<file path="src/rtl/regfile_wb_scheduler.sv">
// Register-file writeback scheduler: arbitrates ALU and load writebacks onto
// the single write port and tracks per-register busy state for hazard stalls.
module regfile_wb_scheduler #(
  parameter int NREG      = 16,
  parameter int AW        = 5,
  parameter int DW        = 32,
  parameter int RR_ENABLE = 1
) (
  input  logic            CLK,
  input  logic            RESET,
  input  logic            alu_valid,
  input  logic [AW-1:0]   alu_addr,
  input  logic [DW-1:0]   alu_data,
  output logic            alu_ready,
  input  logic            mem_valid,
  input  logic [AW-1:0]   mem_addr,
  input  logic [DW-1:0]   mem_data,
  output logic            mem_ready,
  input  logic            iss_valid,
  input  logic [AW-1:0]   iss_addr,
  input  logic [AW-1:0]   chk_addr1,
  input  logic [AW-1:0]   chk_addr2,
  output logic            stall,
  output logic            RegWr,
  output logic [AW-1:0]   Waddr,
  output logic [DW-1:0]   Writedata,
  output logic [NREG-1:0] busy
);

  typedef enum logic {RR_ALU, RR_MEM} rr_t;

  rr_t             rr_ptr_q, rr_ptr_d;
  logic            regwr_q, regwr_d;
  logic [AW-1:0]   waddr_q, waddr_d;
  logic [DW-1:0]   wdata_q, wdata_d;
  logic [NREG-1:0] busy_q, busy_d;

  // One-hot decode of a register address; out-of-range addresses decode to zero.
  function automatic logic [NREG-1:0] decode(input logic [AW-1:0] a);
    logic [NREG-1:0] oh;
    oh = '0;
    for (int unsigned i = 0; i < NREG; i++) begin
      if (a == AW'(i)) oh[i] = 1'b1;
    end
    return oh;
  endfunction

  // Arbitration: single requester always wins; contention resolved by rr_ptr
  // (or fixed load priority), and the pointer then moves to the loser.
  always_comb begin
    alu_ready = 1'b0;
    mem_ready = 1'b0;
    rr_ptr_d  = rr_ptr_q;
    if (alu_valid && mem_valid) begin
      if (RR_ENABLE != 0 && rr_ptr_q == RR_ALU) alu_ready = 1'b1;
      else                                      mem_ready = 1'b1;
      rr_ptr_d = alu_ready ? RR_MEM : RR_ALU;
    end else begin
      alu_ready = alu_valid;
      mem_ready = mem_valid;
    end
  end

  // Write-port staging: accepted in-range writes become next cycle's RegWr.
  always_comb begin
    regwr_d = 1'b0;
    waddr_d = waddr_q;
    wdata_d = wdata_q;
    if (alu_ready && (|decode(alu_addr))) begin
      regwr_d = 1'b1;
      waddr_d = alu_addr;
      wdata_d = alu_data;
    end else if (mem_ready && (|decode(mem_addr))) begin
      regwr_d = 1'b1;
      waddr_d = mem_addr;
      wdata_d = mem_data;
    end
  end

  // Hazard detection against the current scoreboard.
  always_comb begin
    stall = iss_valid &&
            (|(busy_q & (decode(chk_addr1) | decode(chk_addr2) | decode(iss_addr))));
  end

  // Scoreboard next state: clear applied before set so a same-edge set wins.
  always_comb begin
    busy_d = busy_q;
    if (regwr_q) busy_d = busy_d & ~decode(waddr_q);
    if (iss_valid && !stall) busy_d = busy_d | decode(iss_addr);
  end

  // State registers with asynchronous reset.
  always_ff @(posedge CLK or posedge RESET) begin
    if (RESET) begin
      rr_ptr_q <= RR_ALU;
      regwr_q  <= 1'b0;
      waddr_q  <= '0;
      wdata_q  <= '0;
      busy_q   <= '0;
    end else begin
      rr_ptr_q <= rr_ptr_d;
      regwr_q  <= regwr_d;
      waddr_q  <= waddr_d;
      wdata_q  <= wdata_d;
      busy_q   <= busy_d;
    end
  end

  assign RegWr     = regwr_q;
  assign Waddr     = waddr_q;
  assign Writedata = wdata_q;
  assign busy      = busy_q;

endmodule

</file>
<file path="config.mk">
export PLATFORM = sky130hd
export DESIGN_NAME = regfile_wb_scheduler
export DESIGN_NICKNAME = d
export VERILOG_FILES = /design/src/rtl/regfile_wb_scheduler.sv
export SDC_FILE = /design/constraint.sdc
export NUM_CORES = 1
export LEC_CHECK = 0
export ABC_AREA = 1
export CORE_ASPECT_RATIO = 0.8
export CORE_MARGIN = 2
export CORE_UTILIZATION = 45
export DETAILED_ROUTE_END_ITERATION = 7
export PLACE_DENSITY = 0.95
export SLEW_MARGIN = 20
export SYNTH_ARGS = -nofsm -noshare
export SYNTH_HDL_FRONTEND = slang
export SYNTH_SLANG_ARGS = --single-unit
export TNS_END_PERCENT = 100
</file>
<file path="constraint.sdc">
create_clock -name CLK -period 3.4 [get_ports CLK]
set_input_delay 0.68 -clock CLK [delete_from_list [all_inputs] [get_ports CLK]]
set_output_delay 0.68 -clock CLK [all_outputs]
set_load 0.01 [all_outputs]
</file>
Yosys cells after proc, flatten, opt, wreduce, memory -nomap -nowiden:

Index checks and enable logic that the tools add are counted.

* register bits: 55
* bits in latches: 0
* bits in writable memories: 0
* memory bits (read-only): 0
* bits of input ports: 94
* output and inout bits: 57
* word-level logic and storage cells: 275
* memories: 0

* $add $sub $neg: 0
* $mul: 0
* divide/modulo/power cells: 0
* magnitude comparators: 0
* eq/ne operators: 90
* shift operators: 0
* mux-type cells: 158
* bitwise gates (word level): 6
* reductions and logical operators: 16

Operators by type and width (number)
* $eq 5x4->1 const B: 48
* $mux 1: 152
* $eq 5x3->1 const B: 24
* $mux 32: 2
* $eq 5x2->1 const B: 12
* $or 16x16->16: 3
* $reduce_or 16->1: 3
* $and 16x16->16: 2
* $mux 16: 2
* $eq 5x1->1 const B: 6
* $logic_not 5->1: 6
* $not 16->16: 1
* $mux 5: 2
* $logic_and 1x1->1: 5
* $reduce_bool 2->1: 1
* $logic_not 1->1: 1

Depth between registers and ports, before layout:

Gate-level depths: netlist of run 1.

* depth in word-level cells: 12
* gate-level depth with buffers: 13
* gate-level depth less buffers: 12

Worst setup path before layout of run 1:

OpenSTA, ideal clock, no wires.

* kind: input-to-output
* from: input port iss_addr[0]
* to: output port stall
* arrival time: 1.769 ns
* setup slack: 0.951 ns
* stages on the path: 11
* cells stage by stage: buf_4 nor2_1 nand3_1 nand3_1 nand2_1 nand2_1 nor2_1 nand2_1 nor2_4 buf_6 nor2_1

* word-level cells in the longest chain between the ends: 6

RTL lines
* from (decl): RTL line 20 `input logic [AW-1:0] iss_addr,`
* $eq 5x1->1 (tied with other cells): RTL line 43 `if (a == AW'(i)) oh[i] = 1'b1;`
* $mux 1: RTL line 43
* $or 16x16->16 *: RTL line 83 `(|(busy_q & (decode(chk_addr1) | decode(chk_addr2) | decode(iss_addr))));`
* $and 16x16->16 *: RTL line 83
* $reduce_or 16->1 *: RTL line 83
* $logic_and 1x1->1 *: RTL line 82 `stall = iss_valid &&`
* to (decl): RTL line 23 `output logic stall,`

Every way passes the cells marked *; elsewhere a longest branch is shown, timed or not.

Final worst setup path of run 1:

* from: input port iss_addr[2]
* to: output port stall

The elaborated chain is that of the path after synthesis.

==> impl_metrics.csv, run 1 <==
group,metric,value,unit
clock_tree,cts_hold_buf,0,
floorplan,ios,151,
sta,setup_viol,0,
sta,drv_slew,0,
synthesis,synthDistinctLibCells,15,
cells_and_area,antenna_cells,0,
floorplan,die_w,98.2,µm
setup_path,startpoint_type,"primary input",
setup_path,path_cells,"clkdlybuf4s50_1 -> nor2_2 -> buf_4 -> nand2_1 -> nand3_1 -> nand2_1 -> nand2_1 -> nor2_1 -> nand2_1 -> nor2_4 -> nor2_1 -> dlymetal6s2s_1",
synthesis,synth_top_area_share,43.1,%
power,vdd_drop_max,0.322,mV
synthesis,synth.most_common_cell,"nand3_1",
place,dp_hpwl,9250,µm
clock_tree,numCtsBuffers,5,
synthesis,synth.cell_area,3190,µm²
routing,drtIter0Drc,413,
setup_path,path_class,"in2out",
clock_tree,insertion_delay,310,ps
sta,rsz0062_at_grt,"no",
floorplan,die_h,79.3,µm
global_routing,antenna_found_initial,0,
synthesis,synth_edf_count,0,
sta,fin_crit_sh,89.6,%
synthesis,synthCells,464,
setup_path,slowest_stage,"clkdlybuf4s50_1",
synthesis,ys_seq_elements,55,
cells_and_area,drive_gt1_share,7.11,%
sta,max_slew_margin,55.6,%
status,status,"completed",
synthesis,async_reset_ff_share,100,%
cells_and_area,fillCellCount,535,
floorplan,start_util,46.3,%
power,p_leak,2.33,nW
setup_path,r2r_slack,1450,ps
clock_tree,cts.sinks,55,
sta,worstMarginPinSlew,665,ps
floorplan,num_rows,27,
min_path,min_path_cells,2,
sta,finalHoldViolCount,0,
setup_path,startpoint,"iss_addr[2]",
routing,ant_nets,0,
synthesis,avgSynthCellArea,6.88,µm²
cells_and_area,final_util,72.4,%
synthesis,yosysTopAreaCell,"dfrtp_1",
cells_and_area,area_delta_synth_final,56.4,%
min_path,hold_start,"Writedata[30]$_DFFE_PP0P_",
sta,fin_hold_ws,535,ps
clock_tree,clockBufferDepth,2,
setup_path,cpPeakStageDelay,550,ps
place,place.gp.congestion,0.988,
clock_tree,cts_tree,"built",
routing,detail_route.wl_per_cell,17.0,µm
synthesis,yosys_warnings,0,
global_routing,grt-ovfl-total,0,
setup_path,setup.worst_path.end_class,"output pin",
clock_tree,htreeDepth,2,
routing,drt-total-wl,12000,µm
global_routing,grt_pass1_vias,3832,
routing,viasPerCell,5.58,
global_routing,track_usage,30.4,%
sta,fmax,328,MHz
synthesis,syn_nets,558,
power,power_density,490,nW/µm²
sta,fin_crit,3050,ps
clock_tree,root_buffer,"clkbuf_8",
global_routing,grt_max_degree,39,
routing,dr.pass1.iters,5,
clock_tree,post_cts_buffers,0,
clock_tree,clkTransAtPathRegs,100,ps
setup_path,reg2reg_from,"rr_ptr_q$_DFFE_PP0P_",
routing,drc,0,
setup_path,required,2720,ps
min_path,holdPathEnd,"Writedata[30]$_DFFE_PP0P_",
setup_path,cp.arrival,2370,ps
cells_and_area,final_nets,712,
sta,finClkSkew,9.17,ps
setup_path,r2r_cells,6,
setup_path,critical_path.max_fanout,4,
setup_path,crit_top_cell,"nand2_1",
run,drv_cap,0,
synthesis,synth_ff_type,"dfrtp_1",
global_routing,grt_pass1_wl,19000,µm
synthesis,synth_area_leaders,"dfrtp_1 (43%), nand3_1 (15%), nand2_1 (9.4%)",
floorplan,die_area,7790,µm²
synthesis,ys_seq_area_share,43.1,%
routing,vias,3941,
synthesis,ys_top_cells_by_count,"nand3_1 (98), nand2_1 (80), nor2_1 (71)",
floorplan,coreArea,6890,µm²
min_path,hold_path.class,"reg2reg",
setup_path,rr_endpoint,"Writedata[24]$_DFFE_PP0P_",
place,io_buffers,150,
-- worst max path at each step --
stage	end	slack, ps	cells after the start
2_1_floorplan	stall	950	11
3_3_place_gp	stall	-190	12
3_5_place_dp	stall	-100	12
4_1_cts	stall	9	12
5_1_grt	stall	230	12
6_report	stall	350	12
-- cell families (layout without fill, tap and decap cells) --
kind of cell    after synthesis  in the layout  share of synthesized area (%)
simple gates                251            251                           33.7
compound gates               92             92                           14.6
flops                        55             55                           43.1
buf+inv                      66            221                           8.62
-- cell usage in the layout (no fill, tap or decap), types with 5 or more instances in the layout --
cell,count
clkdlybuf4s50_1,146
nand3_1,98
nand2_1,80
nor2_1,61
dfrtp_1,55
o21ai_0,54
inv_1,39
a21oi_1,36
buf_4,18
nor2_2,8
clkbuf_8,6
inv_2,5
-- routing by layer --
layer / wire length (µm) / track usage [%] / vias up
met5: 0 / 0 / -
met4: 195 / 6.71 / 0
met3: 1350 / 10.0 / 26
met2: 5820 / 50.6 / 249
met1: 4610 / 38.9 / 1829
li1: - / - / 1837
-- sequential cells by signal (all words and copies together) (netlist names) --
register,flops
Writedata,32
busy,16
Waddr,5
RegWr,1
rr_ptr_q,1
-- critical path, delay by kind of cell --
family	cells	cell delay, ps
buffers and inverters	3	860
AND/OR/NAND/NOR	9	830
-- final cells by class --
type	count	area, µm²	area share, %
timing repair buffer	169	1670	33.4
multi-input combinational	343	1580	31.6
sequential	55	1380	27.6
inverter	44	165	3.31
tap	87	109	2.18
clock buffer	7	86.3	1.73
clock inverter	1	8.76	0.175
-- per-stage QoR --
stage | worst slack [ps] | power, mW | instances | area, µm² | setup TNS [ps]
after global routing | 227 | 2.58 | 706 | 4990 | 0
after global placement | -188 | 2.03 | 698 | 4850 | -188
after floorplan | 951 | 1.40 | 464 | 3190 | 0
final | 352 | 2.44 | 706 | 4990 | 0
after CTS | 9.23 | 2.44 | 706 | 4960 | 0
after detailed placement | -105 | 2.06 | 698 | 4850 | -105
-- power by group --
part / internal [mW] / switching (mW)
logic: 0.553 / 0.497
registers: 0.837 / 0.171
clock network: 0.168 / 0.218
-- timing repair --
action,4_1_cts,5_1_grt
endpoints found under the hold margin,0,0
endpoints found under the setup margin,1,1
pin swaps,0,1
gates resized for setup,5,12
Power figures use the tool's default switching activity.
==> run 2: changes to the inputs <==
- CORE_MARGIN: 2 -> 1.5
- CORE_UTILIZATION: 45 -> 41
- PLACE_DENSITY: 0.95 -> 0.9
- SKIP_CTS_REPAIR_TIMING: not set -> 1
- clock period: 3.4 -> 3 ns (I/O delays scaled with it)
==> run 2 against run 1 <==
Against the previous run: sequential power rose by 13%; final cell count grew 4.0%; critical path depth increased by 1; largest power group unchanged.
==> impl_metrics.csv, run 2 (synthesis gave the netlist of run 1 again) <==
group,metric,value,unit
routing,dr.pass1.iters,5,
floorplan,die_h,81.9,µm
routing,drc,0,
routing,vias,3872,
cells_and_area,largest_register_ffs,32,
cells_and_area,final_nets,722,
power,p_total,2.83,mW
cells_and_area,antenna_cells,0,
global_routing,grt-ovfl-total,0,
global_routing,grt_pass1_vias,3654,
power,vdd_drop_max,0.326,mV
cells_and_area,final_area,5120,µm²
clock_tree,numCtsBuffers,5,
power,p_leak,2.44,nW
sta,fmax,346,MHz
power,power_density,553,nW/µm²
global_routing,grt_pass1_wl,17700,µm
setup_path,required,2400,ps
clock_tree,cts_tree,"built",
setup_path,startpoint,"iss_addr[4]",
setup_path,critical_path.endpoint,"stall",
setup_path,startpoint_type,"primary input",
routing,drtIter0Drc,251,
sta,fin_crit,2890,ps
global_routing,grt_max_degree,56,
sta,finalHoldViolCount,0,
sta,drv_slew,0,
cells_and_area,final_common_cell,"clkdlybuf4s50_1",
status,status,"completed",
floorplan,coreArea,7460,µm²
sta,finClkSkew,11.1,ps
setup_path,critical_path.max_fanout,6,
global_routing,antenna_found_initial,0,
clock_tree,root_buffer,"clkbuf_8",
sta,rsz0062_at_grt,"no",
setup_path,reg2reg_from,"rr_ptr_q$_DFFE_PP0P_",
routing,detail_route.wl_per_cell,15.8,µm
floorplan,die_w,102,µm
clock_tree,clkTransAtPathRegs,100,ps
place,io_buffers,150,
floorplan,ios,151,
place,post_dp_cell_area,4930,µm²
sta,setup_viol,0,
sta,fin_hold_ws,529,ps
cells_and_area,drive_gt1_share,10.7,%
sta,worstMarginPinSlew,685,ps
setup_path,r2r_slack,1020,ps
clock_tree,insertion_delay,310,ps
min_path,hold_path.class,"reg2reg",
routing,ant_nets,0,
place,place.gp.congestion,1.05,
setup_path,cp.arrival,2290,ps
setup_path,setup.worst_path.end_class,"output pin",
sta,fin_crit_sh,96.4,%
run,drv_cap,0,
clock_tree,cts.sinks,55,
floorplan,num_rows,28,
floorplan,start_util,42.8,%
routing,viasPerCell,5.28,
min_path,min_path_cells,2,
routing,drt-total-wl,11600,µm
setup_path,rr_endpoint,"Writedata[25]$_DFFE_PP0P_",
clock_tree,clockBufferDepth,2,
place,dp_hpwl,8930,µm
sta,max_slew_margin,54.3,%
cells_and_area,area_delta_synth_final,60.5,%
clock_tree,htreeDepth,2,
setup_path,path_class,"in2out",
cells_and_area,layout.cells.most_common_list,"clkdlybuf4s50_1 (135), nand3_1 (98), nand2_1 (80)",
global_routing,track_usage,27.4,%
setup_path,r2r_cells,8,
floorplan,die_area,8330,µm²
-- run 2: changes by cell type in the layout (fill, tap and decap cells not counted), moves of 2 or more --
cell / previous run / this run
nor2_4: 3 / 5
nor2_2: 8 / 14
clkbuf_2: 0 / 4
buf_4: 18 / 29
clkdlybuf4s50_1: 146 / 135
nor2_1: 61 / 53
dlymetal6s2s_1: 4 / 11
-- run 2: how the worst min path moves through the flow --
stage | startpoint | endpoint | slack (ps)
6_report | Waddr[4]$_DFFE_PP0P_ | Waddr[4]$_DFFE_PP0P_ | 530
5_1_grt | Writedata[5]$_DFFE_PP0P_ | Writedata[5]$_DFFE_PP0P_ | 560
4_1_cts | Waddr[4]$_DFFE_PP0P_ | Waddr[4]$_DFFE_PP0P_ | 530
3_5_place_dp | Waddr[4]$_DFFE_PP0P_ | Waddr[4]$_DFFE_PP0P_ | 510
3_3_place_gp | Waddr[4]$_DFFE_PP0P_ | Waddr[4]$_DFFE_PP0P_ | 510
2_1_floorplan | rr_ptr_q$_DFFE_PP0P_ | rr_ptr_q$_DFFE_PP0P_ | 490
-- run 2: per-stage QoR --
stage	std cells	TNS, ps	utilization, %	worst slack, ps
finish	734	0	68.7	107
global route	734	0	68.7	19.7
CTS	733	-347	67.6	-347
detailed placement	725	-340	66.0	-340
global placement	725	-443	66.0	-443
floorplan	464	0	-	711
-- run 2: cell type report --
class	count	area [µm²]
inverter	44	165
fill	596	2340
timing repair buffer	179	1730
tap	105	131
clock inverter	3	46.3
multi-input combinational	343	1610
sequential	55	1380
clock buffer	5	68.8
-- run 2: metal layers --
metal  part of all wire (%)  global-route usage [%]  up-vias  wire (µm)
li1                       -                       -     1852          -
met1                     39                    35.4     1792       4570
met2                     49                    46.3      208       5630
met3                     10                    6.55       20       1160
met4                    2.0                    7.50        0        236
met5                      0                       0        -          0
-- run 2: report_power, final --
part / switching, mW / leakage (nW) / internal [mW]
Clock: 0.256 / 0.0548 / 0.252
Sequential: 0.194 / 0.646 / 0.949
Combinational: 0.554 / 1.74 / 0.630
-- run 2: critical path, stage by stage --
cell	delay, ps
clkbuf_2	130
inv_2	120
nand2_1	100
nor2_4	150
nand2_1	140
nand3_1	100
nand2_1	60
nand2_1	60
nor2_1	40
nand2_1	120
nor2_4	60
nor2_1	80
clkdlybuf4s50_1	530
